### src/rtl/control_fsm.sv
// Multi-cycle RV32 subset control FSM: fetch/execute/memory/writeback sequencing
// with an imem/dmem wait watchdog, trap generation and a retired-instruction counter.
module control_fsm #(
    parameter int unsigned WD_LIMIT = 255
) (
    input  logic        clk,
    input  logic        rst,
    input  logic [6:0]  op,
    input  logic [2:0]  f3,
    input  logic        f7,
    input  logic        zero,
    input  logic        imem_ack,
    input  logic        dmem_ack,
    output logic        imem_req,
    output logic        dmem_req,
    output logic        dmem_we,
    output logic        pcEn,
    output logic        branch,
    output logic [1:0]  jump,
    output logic        regWrite,
    output logic [1:0]  resultSrc,
    output logic [1:0]  inmSrc,
    output logic        aluSrc,
    output logic [2:0]  aluControl,
    output logic        trap,
    output logic [1:0]  trapCause,
    output logic [31:0] instret
);

    typedef enum logic [2:0] {
        ST_RST   = 3'd0,
        ST_FETCH = 3'd1,
        ST_EXEC  = 3'd2,
        ST_MEM   = 3'd3,
        ST_WB    = 3'd4,
        ST_TRAP  = 3'd5
    } state_t;

    localparam logic [6:0] OP_R   = 7'b0110011;
    localparam logic [6:0] OP_I   = 7'b0010011;
    localparam logic [6:0] OP_LD  = 7'b0000011;
    localparam logic [6:0] OP_ST  = 7'b0100011;
    localparam logic [6:0] OP_BEQ = 7'b1100011;
    localparam logic [6:0] OP_JAL = 7'b1101111;
    localparam logic [7:0] WD_LAST = 8'(WD_LIMIT - 1);

    state_t      state;
    state_t      next_state;
    state_t      cur;
    logic [6:0]  op_q;
    logic [2:0]  f3_q;
    logic        f7_q;
    logic [7:0]  wd_cnt;
    logic [1:0]  next_cause;
    logic        wd_hit;
    logic        is_alu;
    logic        is_st;
    logic        alu_ok;
    logic [2:0]  alu_dec;

    // rst overrides the decoded state so outputs show RST values while it is held
    assign cur    = rst ? ST_RST : state;
    assign wd_hit = (wd_cnt == WD_LAST);
    assign is_alu = (op_q == OP_R) || (op_q == OP_I);
    assign is_st  = (op_q == OP_ST);

    // ALU operation decode from the latched funct3/funct7
    always_comb begin
        alu_ok  = 1'b1;
        alu_dec = 3'b000;
        case (f3_q)
            3'b000:  alu_dec = ((op_q == OP_R) && f7_q) ? 3'b001 : 3'b000;
            3'b111:  alu_dec = 3'b010;
            3'b110:  alu_dec = 3'b011;
            3'b010:  alu_dec = 3'b101;
            default: alu_ok  = 1'b0;
        endcase
    end

    // Next-state and control output decode
    always_comb begin
        next_state = state;
        next_cause = trapCause;
        imem_req   = 1'b0;
        dmem_req   = 1'b0;
        dmem_we    = 1'b0;
        pcEn       = 1'b0;
        branch     = 1'b0;
        jump       = 2'b00;
        regWrite   = 1'b0;
        resultSrc  = 2'b00;
        inmSrc     = 2'b00;
        aluSrc     = 1'b0;
        aluControl = 3'b000;
        trap       = 1'b0;
        case (cur)
            ST_RST: begin
                pcEn       = 1'b1;
                next_state = ST_FETCH;
            end
            ST_FETCH: begin
                imem_req = 1'b1;
                if (imem_ack) begin
                    next_state = ST_EXEC;
                end else if (wd_hit) begin
                    next_state = ST_TRAP;
                    next_cause = 2'b10;
                end else begin
                    next_state = ST_FETCH;
                end
            end
            ST_EXEC: begin
                if (is_alu && alu_ok) begin
                    regWrite   = 1'b1;
                    aluSrc     = (op_q == OP_I);
                    aluControl = alu_dec;
                    pcEn       = 1'b1;
                    jump       = 2'b01;
                    next_state = ST_FETCH;
                end else if (op_q == OP_BEQ) begin
                    aluControl = 3'b001;
                    inmSrc     = 2'b10;
                    branch     = zero;
                    pcEn       = 1'b1;
                    jump       = 2'b01;
                    next_state = ST_FETCH;
                end else if (op_q == OP_JAL) begin
                    inmSrc     = 2'b11;
                    jump       = 2'b10;
                    resultSrc  = 2'b11;
                    regWrite   = 1'b1;
                    pcEn       = 1'b1;
                    next_state = ST_FETCH;
                end else if ((op_q == OP_LD) || is_st) begin
                    aluSrc     = 1'b1;
                    inmSrc     = is_st ? 2'b01 : 2'b00;
                    next_state = ST_MEM;
                end else begin
                    next_state = ST_TRAP;
                    next_cause = 2'b01;
                end
            end
            ST_MEM: begin
                dmem_req = 1'b1;
                dmem_we  = is_st;
                aluSrc   = 1'b1;
                inmSrc   = is_st ? 2'b01 : 2'b00;
                if (dmem_ack) begin
                    if (is_st) begin
                        pcEn       = 1'b1;
                        jump       = 2'b01;
                        next_state = ST_FETCH;
                    end else begin
                        next_state = ST_WB;
                    end
                end else if (wd_hit) begin
                    next_state = ST_TRAP;
                    next_cause = 2'b11;
                end else begin
                    next_state = ST_MEM;
                end
            end
            ST_WB: begin
                regWrite   = 1'b1;
                resultSrc  = 2'b01;
                aluSrc     = 1'b1;
                pcEn       = 1'b1;
                jump       = 2'b01;
                next_state = ST_FETCH;
            end
            ST_TRAP: begin
                trap       = 1'b1;
                pcEn       = 1'b1;
                jump       = 2'b11;
                next_state = ST_FETCH;
            end
            default: begin
                next_state = ST_RST;
            end
        endcase
    end

    // State, latched instruction fields, watchdog, trap cause and retire counter
    always_ff @(posedge clk) begin
        if (rst) begin
            state     <= ST_RST;
            op_q      <= 7'd0;
            f3_q      <= 3'd0;
            f7_q      <= 1'b0;
            wd_cnt    <= 8'd0;
            trapCause <= 2'b00;
            instret   <= 32'd0;
        end else begin
            state     <= next_state;
            trapCause <= next_cause;
            if ((state == ST_FETCH) && imem_ack) begin
                op_q <= op;
                f3_q <= f3;
                f7_q <= f7;
            end
            // watchdog restarts on every state change, so entering FETCH/MEM clears it
            if (next_state != state) begin
                wd_cnt <= 8'd0;
            end else if ((state == ST_FETCH) || (state == ST_MEM)) begin
                wd_cnt <= wd_cnt + 8'd1;
            end else begin
                wd_cnt <= 8'd0;
            end
            if (pcEn && ((state == ST_EXEC) || (state == ST_MEM) || (state == ST_WB))) begin
                instret <= instret + 32'd1;
            end
        end
    end

endmodule

### config.mk
export PLATFORM = sky130hd
export DESIGN_NAME = control_fsm
export DESIGN_NICKNAME = d
export VERILOG_FILES = /design/src/rtl/control_fsm.sv
export SDC_FILE = /design/constraint.sdc
export NUM_CORES = 1
export LEC_CHECK = 0
export BUFFER_PORTS_ARGS = -buffer_cell sky130_fd_sc_hd__buf_2
export CAP_MARGIN = 20
export CELL_PAD_IN_SITES_DETAIL_PLACEMENT = 1
export CELL_PAD_IN_SITES_GLOBAL_PLACEMENT = 1
export CORE_UTILIZATION = 42
export CTS_CLUSTER_SIZE = 16
export DETAILED_ROUTE_END_ITERATION = 12
export GPL_TIMING_DRIVEN = 0
export PLACE_DENSITY_LB_ADDON = 0.1
export SYNTH_ARGS = -nofsm -noshare
export SYNTH_HDL_FRONTEND = slang
export SYNTH_SLANG_ARGS = --single-unit
export TNS_END_PERCENT = 50
### constraint.sdc
create_clock -name clk -period 4.7 [get_ports clk]
set_clock_uncertainty 0.1 [all_clocks]
set_input_delay 0.235 -clock clk [delete_from_list [all_inputs] [get_ports clk]]
set_output_delay 0.235 -clock clk [all_outputs]
set_load 0.02 [all_outputs]
==> results.sh, run 1 <==
export IMPL_clk_path_buf_depth=2
export IMPL_diodes=0
export IMPL_rows=29
export IMPL_placed_cell_area_um2=3339
export IMPL_synth_seq_cells=56
export IMPL_num_nets_final=458
export IMPL_dp_final_hpwl_mm=6.080
export IMPL_die_w_um=85.28
export IMPL_numPortBuffers=66
export IMPL_required_ns=4.37
export IMPL_start_kind="register"
export IMPL_die_area_um2=7272
export IMPL_p_per_area_nw_per_um2=241.5
export IMPL_crit_path_end_kind="output port"
export IMPL_post_place_cells=508
export IMPL_start_util=0.4460
export IMPL_cts_clk_slew_worst_paths_ns=0.09
export IMPL_synth_cell_types=54
export IMPL_cts_post_setup_buffers_inserted=0
export IMPL_ys_top_cells_by_area="dfxtp_1 38%, nand2_1 5.8%, a21oi_1 5.5%"
export IMPL_cts_sinks=56
export IMPL_period_share=0.5902
export IMPL_vias_per_cell=5.737
export IMPL_rsz0062_at_grt="no"
export IMPL_numCtsBuffers=5
export IMPL_drtIter0Drc=80
export IMPL_cts_tree="yes"
export IMPL_finalHoldViolCount=0
export IMPL_fmax_mhz=360.5
export IMPL_synth_warning_count=0
export IMPL_grt_pass1_wl_mm=13.80
export IMPL_worstMarginPinSlew_ns=1.039
export IMPL_avgRoutedWirePerCell_um=15.78
export IMPL_outcome="finished clean"
export IMPL_area_delta_synth_final_pct=17.74
export IMPL_syn_mean_instance_area_um2=7.980
export IMPL_drive_gt1_frac=0.1932
export IMPL_leakagePower_nw=1.325
export IMPL_die_h_um=85.28
export IMPL_cts_hold_buf=0
export IMPL_ir_worst_vdd_mv=0.1475
export IMPL_synth_edf_count=0
export IMPL_maxCapViolCount=0
export IMPL_ctsResizeCount=0
export IMPL_syn_cell_area_um2=2913
export IMPL_ant_nets=0
export IMPL_gr_total_overflow=0
export IMPL_vias=2966
export IMPL_htreeDepth=2
export IMPL_antenna_found_initial=0
export IMPL_synth_top_area_cell="dfxtp_1"
export IMPL_clock_latency_ns=0.33
export IMPL_synth_flop_cell="dfxtp_1"
export IMPL_grt_pass1_vias=2913
export IMPL_synth_top_cell_area_share=0.3849
export IMPL_worst_slew_margin_rel=0.2896
export IMPL_drcViolationCount=0
export IMPL_setup_viol=0
export IMPL_finalPower_uw=828.1
export IMPL_fin_crit_ns=2.774
export IMPL_crit_type="register to output port"
export IMPL_critPathMaxFanout=10
export IMPL_min_path_type="primary input to register"
export IMPL_pin_count=67
export IMPL_grt_max_degree=17
export IMPL_cp_data_arrival_time_ns=2.44
export IMPL_async_flop_share=0
export IMPL_ys_seq_area_frac=0.3849
export IMPL_setup_tns_ns=0
export IMPL_synthCells=365
export IMPL_instances_no_fill=517
export IMPL_drt_wl_total_mm=8.159
export IMPL_core_um2=6531
export IMPL_slew_viol_final=0
export IMPL_firstDrtPassIters=4
export IMPL_final_area_um2=3430
export IMPL_track_usage=0.2365
export IMPL_gp_congestion=0.8627
export IMPL_clock_root_buffer="clkbuf_8"
export IMPL_synth_nets=384
final cells by class:
type                    instances  area [µm²]
flip-flops and latches         56        1121
fillers                       850        3102
well taps                      77       96.34
plain buffers                  17       72.57
clock buffers                   7       76.32
inverters                       8       30.03
multi-input cells             284        1689
clock inverters                 1       8.758
repair buffers                 67       335.3
cells in the final DEF (no fill, tap or decap), types with 8 or more instances in the layout:
cell      instances
a21oi_1          32
buf_2            67
clkbuf_1         14
dfxtp_1          56
nand2_1          45
nand2b_1          9
nand3_1          16
nand4_1          13
nor2_1           36
o21ai_0          17
o31ai_1           8
or3_1             9
xnor2_1          13
where the power goes:
part           switching, mW  total (mW)  internal [mW]
registers            0.00896       0.491          0.482
logic                 0.0428      0.0673         0.0245
clock network          0.163       0.270          0.107
total                  0.215       0.828          0.613
cells by family after synthesis:
| kind of cell | synth area share |
|---|---|
| simple gates | 0.3136 |
| compound gates | 0.1899 |
| flops | 0.3849 |
| buf+inv | 0.03522 |
| xor+xnor | 0.06014 |
| fa+ha+maj | 0.01289 |
| mux | 0.003437 |
path summary, 6_finish.rpt:
| check | startpoint | cells after the start | endpoint | slack (ns) |
|---|---|---|---|---|
| worst max-delay path | state[2]$_SDFF_PP0_ | 6 | jump[0] | 1.93 |
| worst min register to register | f7_q$_SDFFE_PP0P_ | 2 | f7_q$_SDFFE_PP0P_ | 0.37 |
| worst max register to register | instret[3]$_SDFFE_PP0P_ | 6 | instret[16]$_SDFFE_PP0P_ | 2.11 |
| worst min-delay path | op[5] | 3 | op_q[5]$_SDFFE_PP0P_ | 0.04 |
metal layers:
metal | vias to the layer above | global-route usage | wire length (µm)
met1 | 1431 | 0.3082 | 3781
li1 | 1471 | - | -
met4 | 0 | 0.07121 | 118
met2 | 54 | 0.4047 | 4001
met3 | 10 | 0.03599 | 258
met5 | - | 0 | 0
sequential cells by signal, summed over array words and instances, names as in the netlist:
name	cells
instret	32
wd_cnt	8
op_q	7
f3_q	3
state	3
trapCause	2
f7_q	1
metrics by stage:
| stage | hold slack, ns | worst slack [ns] | util |
|---|---|---|---|
| 6_report | 0.04074 | 1.926 | 0.5251 |
| 5_1_grt | 0.04827 | 1.736 | 0.5251 |
| 4_1_cts | 0.03235 | 1.949 | 0.5243 |
| 3_5_place_dp | 0.3510 | 2.044 | 0.5113 |
| 3_3_place_gp | 0.3511 | 2.081 | 0.5113 |
| 2_1_floorplan | 0.2710 | 2.432 | - |
worst max-delay path, stage by stage (launching register included):
cell and delay (ns):
dfxtp_1 0.39, nand2b_1 0.24, nor3_1 0.46, o211ai_1 0.31
clkbuf_1 0.32, o211ai_1 0.20, buf_2 0.21
cell usage after synthesis, types with 4 or more instances:
library cell   n
nand2_1       45
and4_1         6
nand4_1       13
inv_1          7
and3_1         7
dfxtp_1       56
nand2b_1       9
nor2b_1        4
a31oi_1        7
o31ai_1        8
or3_1          9
nand3_1       16
clkbuf_1      12
xor2_1         7
xnor2_1       13
nor2_1        36
nor3_1         7
or4_1          7
a21oi_1       32
o21ai_0       17
(Power assumes the default switching activity.)
==> run 2: changes to the inputs <==
CORE_UTILIZATION = 35   (was 42)
clock period = 2.3 ns   (was 4.7 ns; I/O delays follow)
==> run 2 against run 1 <==
  * The run now ends with setup timing left
  * Core utilization fell by 4.2 points
  * Register-to-register slack got worse by 2.1 ns
  * Combinational power rose by 150%
  * Setup slack got worse by 1.9 ns
  * Die area rose by 20%
  * Total power rose by 110%
  * Highest routed layer unchanged
==> results.sh, run 2 (synthesis results as in run 1) <==
export IMPL_outcome="finished with violations"
export IMPL_violations="setup timing"
export IMPL_reg_largest_list="instret x32, wd_cnt x8, op_q x7"
export IMPL_multi_input_comb_area_um2=1826
export IMPL_vias_per_cell=5.577
export IMPL_crit_type="register to register"
export IMPL_grt_pass1_vias=2996
export IMPL_critPathMaxFanout=7
export IMPL_cts_clk_slew_worst_paths_ns=0.11
export IMPL_reg2reg_depth=7
export IMPL_period_share=1.006
export IMPL_crit_chain="and3b_4 -> nand2_4 -> o311a_1 -> buf_6 -> a311o_4 -> or3_4 -> a21oi_2"
export IMPL_avgRoutedWirePerCell_um=16.13
export IMPL_post_place_cells=533
export IMPL_setup_tns_ns=-0.01395
export IMPL_pin_count=67
export IMPL_cts_tree="yes"
export IMPL_clk_path_buf_depth=2
export IMPL_ant_nets=0
export IMPL_slew_viol_final=0
export IMPL_drive_gt1_frac=0.2711
export IMPL_finalHoldViolCount=0
export IMPL_nFillCells=976
export IMPL_largest_reg_flops=32
export IMPL_worstMarginPinSlew_ns=0.5768
export IMPL_regArea_um2=1135
export IMPL_worst_slew_margin_rel=0.6134
export IMPL_start_util=0.3693
export IMPL_cpPeakStageDelay_ns=0.44
export IMPL_critPathSlowestCell="a311o_4"
export IMPL_setup_ws_ns=-0.01395
export IMPL_grt_pass1_wl_mm=14.36
export IMPL_track_usage=0.2043
export IMPL_dp_final_hpwl_mm=6.365
export IMPL_crit_path_end_kind="register"
export IMPL_cts_sinks=56
export IMPL_die_w_um=93.23
export IMPL_grt_max_degree=17
export IMPL_firstDrtPassIters=4
export IMPL_min_path_type="primary input to register"
export IMPL_rows=32
export IMPL_vias=3140
export IMPL_numPortBuffers=66
export IMPL_cp_data_arrival_time_ns=2.47
export IMPL_gp_congestion=0.7629
export IMPL_fmax_mhz=432.2
export IMPL_required_ns=2.46
export IMPL_instances_no_fill=563
export IMPL_leakagePower_nw=1.492
export IMPL_num_nets_final=479
export IMPL_diodes=0
export IMPL_numCtsBuffers=5
export IMPL_top_register="instret"
export IMPL_drtIter0Drc=65
export IMPL_core_um2=7888
export IMPL_drt_wl_total_mm=9.082
export IMPL_ir_worst_vdd_mv=0.2367
export IMPL_clock_latency_ns=0.32
export IMPL_start_kind="register"
export IMPL_fin_crit_ns=2.314
export IMPL_die_h_um=93.23
export IMPL_holdPathStages=3
export IMPL_setup_viol=1
export IMPL_final_common_cell="buf_2"
export IMPL_drcViolationCount=0
export IMPL_clock_root_buffer="clkbuf_8"
export IMPL_gr_total_overflow=0
export IMPL_htreeDepth=2
export IMPL_die_area_um2=8691
export IMPL_antenna_found_initial=0
export IMPL_p_per_area_nw_per_um2=457.5
export IMPL_maxCapViolCount=0
export IMPL_area_delta_synth_final_pct=30.80
export IMPL_rsz0062_at_grt="yes"
export IMPL_final_cell_mix="66 x buf_2, 47 x dfxtp_1, 44 x nand2_1"
[run 2: changes by cell type in the layout (fill, tap and decap cells not counted), sizes merged]
cell,change
a311o,+1
buf,+12
clkbuf,-3
dlygate4sd3,+11
[run 2: stage by stage]
step                setup slack (ns)  hold slack [ns]  area [µm²]  power (mW)    util
global placement             -0.3150           0.2584        3371       1.160  0.4273
CTS                         -0.07920          0.02934        3659       1.740  0.4638
finish                      -0.01395          0.02131        3810       1.743  0.4830
detailed placement           -0.3984           0.2669        3371       1.164  0.4273
floorplan                    0.03188           0.1510        2913       1.113       -
global route                 -0.1041          0.06458        3810       1.823  0.4830
[run 2: power by group]
part | internal, mW | switching, mW | leakage (nW)
logic | 0.0707 | 0.0972 | 0.992
registers | 0.985 | 0.0191 | 0.457
clock network | 0.220 | 0.351 | 0.0424
total | 1.28 | 0.467 | 1.49
[run 2: what timing repair did]
item                       4_1_cts  5_1_grt
setup endpoints to repair       41       31
gates cloned                     0        1
setup buffers                    2        8
hold endpoints to repair        11        0
gates resized for setup         19       30
hold buffers                    11        0
pin swaps                        1        6
[run 2: worst paths after layout]
check / start / endpoint / slack, ns
max: op_q[4]$_SDFFE_PP0P_ / instret[16]$_SDFFE_PP0P_ / -0.01
min reg2reg: trapCause[0]$_SDFFE_PP0P_ / trapCause[0]$_SDFFE_PP0P_ / 0.36
min: imem_ack / state[0]$_SDFF_PP0_ / 0.02
max reg2reg: op_q[4]$_SDFFE_PP0P_ / instret[16]$_SDFFE_PP0P_ / -0.01
[run 2: per-layer routing]
metal / GRT usage / vias up / part of all wire
met4: 0.03462 / 0 / 0.0081
met5: 0 / - / 0
li1: - / 1523 / -
met3: 0.03171 / 9 / 0.034
met1: 0.2656 / 1538 / 0.47
met2: 0.3597 / 70 / 0.49
[run 2: final cells by class]
type	count	area share
clock buffers	7	0.02003
repair buffers	87	0.1360
plain buffers	17	0.02332
multi-input cells	285	0.4791
flip-flops and latches	56	0.2979
inverters	8	0.007882
clock inverters	1	0.002299
well taps	102	0.03350
[run 2: critical path: cells and delay by family (launching register included)]
kind	cells	cell delay (ns)
buffers and inverters	1	0.15
AOI/OAI and AO/OA	3	0.87
DFF	1	0.38
and+or+nand+nor	3	0.75
==> run 3: changes to the inputs <==
CTS_BUF_LIST = sky130_fd_sc_hd__clkbuf_16   (was not set)
MAX_ROUTING_LAYER = met4   (was not set)
==> run 3 against run 2 <==
  * The run now ends clean
  * Clock power up 35%
  * Global-route usage up 0.71 points
  * Sequential share of layout area down 0.72 points
  * Critical path type unchanged
  * Largest power group unchanged
  * Highest routed layer unchanged
==> results.sh, run 3 (synthesis results as in run 1) <==
export IMPL_final_cell_mix="68 x buf_2, 52 x dfxtp_1, 44 x nand2_1"
export IMPL_period_share=0.9980
export IMPL_numCtsBuffers=5
export IMPL_largest_reg_flops=32
export IMPL_gp_congestion=0.7730
export IMPL_cts_tree="yes"
export IMPL_worstMarginPinSlew_ns=0.5856
export IMPL_rsz0062_at_grt="yes"
export IMPL_start_util=0.3693
export IMPL_cts_sinks=56
export IMPL_top_usage_layer="met2"
export IMPL_gr_total_overflow=0
export IMPL_ir_worst_vdd_mv=0.2700
export IMPL_dp_final_hpwl_mm=6.365
export IMPL_grt_pass1_vias=2997
export IMPL_fmax_mhz=435.7
export IMPL_grt_max_degree=17
export IMPL_htreeDepth=2
export IMPL_drt_wl_total_mm=9.185
export IMPL_die_h_um=93.23
export IMPL_top_register="instret"
export IMPL_clk_path_buf_depth=2
export IMPL_slew_viol_final=0
export IMPL_drive_gt1_frac=0.2657
export IMPL_min_path_type="primary input to register"
export IMPL_finalHoldViolCount=0
export IMPL_final_common_cell="buf_2"
export IMPL_num_nets_final=481
export IMPL_setup_viol=0
export IMPL_area_delta_synth_final_pct=33.29
export IMPL_p_per_area_nw_per_um2=500.9
export IMPL_required_ns=2.43
export IMPL_reg_largest_list="instret x32, wd_cnt x8, op_q x7"
export IMPL_pin_count=67
export IMPL_critPathMaxFanout=7
export IMPL_vias_per_cell=5.566
export IMPL_track_usage=0.2113
export IMPL_drcViolationCount=0
export IMPL_outcome="finished clean"
export IMPL_grt_pass1_wl_mm=14.49
export IMPL_leakagePower_nw=1.539
export IMPL_vias=3145
export IMPL_cp_data_arrival_time_ns=2.43
export IMPL_clock_root_buffer="clkbuf_16"
export IMPL_crit_type="register to register"
export IMPL_met1_usage=0.2711
export IMPL_crit_path_end_kind="register"
export IMPL_numPortBuffers=66
export IMPL_clock_latency_ns=0.30
export IMPL_die_w_um=93.23
export IMPL_core_um2=7888
export IMPL_start_kind="register"
export IMPL_setup_tns_ns=0
export IMPL_maxCapViolCount=0
export IMPL_worst_slew_margin_rel=0.6096
export IMPL_drtIter0Drc=57
export IMPL_antenna_found_initial=0
export IMPL_firstDrtPassIters=4
export IMPL_grtUsageMet3=0.02764
export IMPL_diodes=0
export IMPL_instances_no_fill=565
export IMPL_grtUsageMet2=0.3609
export IMPL_rows=32
export IMPL_die_area_um2=8691
export IMPL_avgRoutedWirePerCell_um=16.26
export IMPL_cts_clk_slew_worst_paths_ns=0.08
export IMPL_ant_nets=0
export IMPL_post_place_cells=533
export IMPL_nFillCells=974
export IMPL_fin_crit_ns=2.295
[run 3: cell count changes in the layout (fill, tap and decap cells not counted), sizes merged]
cell,change
buf,+1
inv,+2
clkbuf,-1
[run 3: timing repair]
item / CTS / global route
setup buffers: 0 / 12
hold endpoints to repair: 11 / 0
gates cloned: 0 / 1
pin swaps: 0 / 8
resized for setup: 18 / 25
endpoints found under the setup margin: 41 / 28
hold buffers: 11 / 0
[run 3: worst max-delay path, stage by stage (launching register included)]
cell and delay (ns):
dfxtp_4 0.37, and3b_4 0.35, nand2_4 0.08, o311a_1 0.31, buf_6 0.15, a311o_4 0.41
or3_4 0.34, a21oi_2 0.12
[run 3: stage by stage]
step / cell area [µm²] / hold slack (ns) / power [mW] / util / setup WS [ns]
floorplan: 2913 / 0.1510 / 1.113 / - / 0.03188
global placement: 3371 / 0.2584 / 1.160 / 0.4273 / -0.3150
detailed placement: 3371 / 0.2669 / 1.164 / 0.4273 / -0.3984
CTS: 3697 / 0.06083 / 1.943 / 0.4688 / -0.07341
global route: 3882 / 0.1028 / 2.025 / 0.4922 / -0.03904
finish: 3882 / 0.06379 / 1.945 / 0.4922 / 0.004675
[run 3: layer usage]
layer	up-vias	part of all wire
met5	-	0
met4	0	0.0081
met3	7	0.034
met2	66	0.49
met1	1540	0.47
li1	1532	-
[run 3: worst paths after layout]
check / from / endpoint / slack (ns) / cells past startpoint
max reg2reg: op_q[4]$_SDFFE_PP0P_ / instret[16]$_SDFFE_PP0P_ / 0.005 / 7
min reg2reg: trapCause[0]$_SDFFE_PP0P_ / trapCause[0]$_SDFFE_PP0P_ / 0.36 / 2
max: op_q[4]$_SDFFE_PP0P_ / instret[16]$_SDFFE_PP0P_ / 0.005 / 7
min: imem_ack / state[0]$_SDFF_PP0_ / 0.06 / 3
[run 3: area by class of cell]
cell class | instances | area (µm²) | share of cell area
buffer | 17 | 82.58 | 0.02127
clock buffer | 5 | 125.1 | 0.03223
clock inverter | 3 | 16.27 | 0.004189
inverter | 8 | 30.03 | 0.007734
multi-input combinational | 285 | 1838 | 0.4734
sequential | 56 | 1129 | 0.2907
tap | 102 | 127.6 | 0.03287
timing repair buffer | 89 | 534.3 | 0.1376
[run 3: report_power, final]
group          total [mW]  switching, mW  internal (mW)  leakage [nW]
logic               0.170         0.0970         0.0726          1.01
clock network       0.769          0.369          0.400        0.0764
registers            1.01         0.0213          0.984         0.455
total                1.94          0.488           1.46          1.54
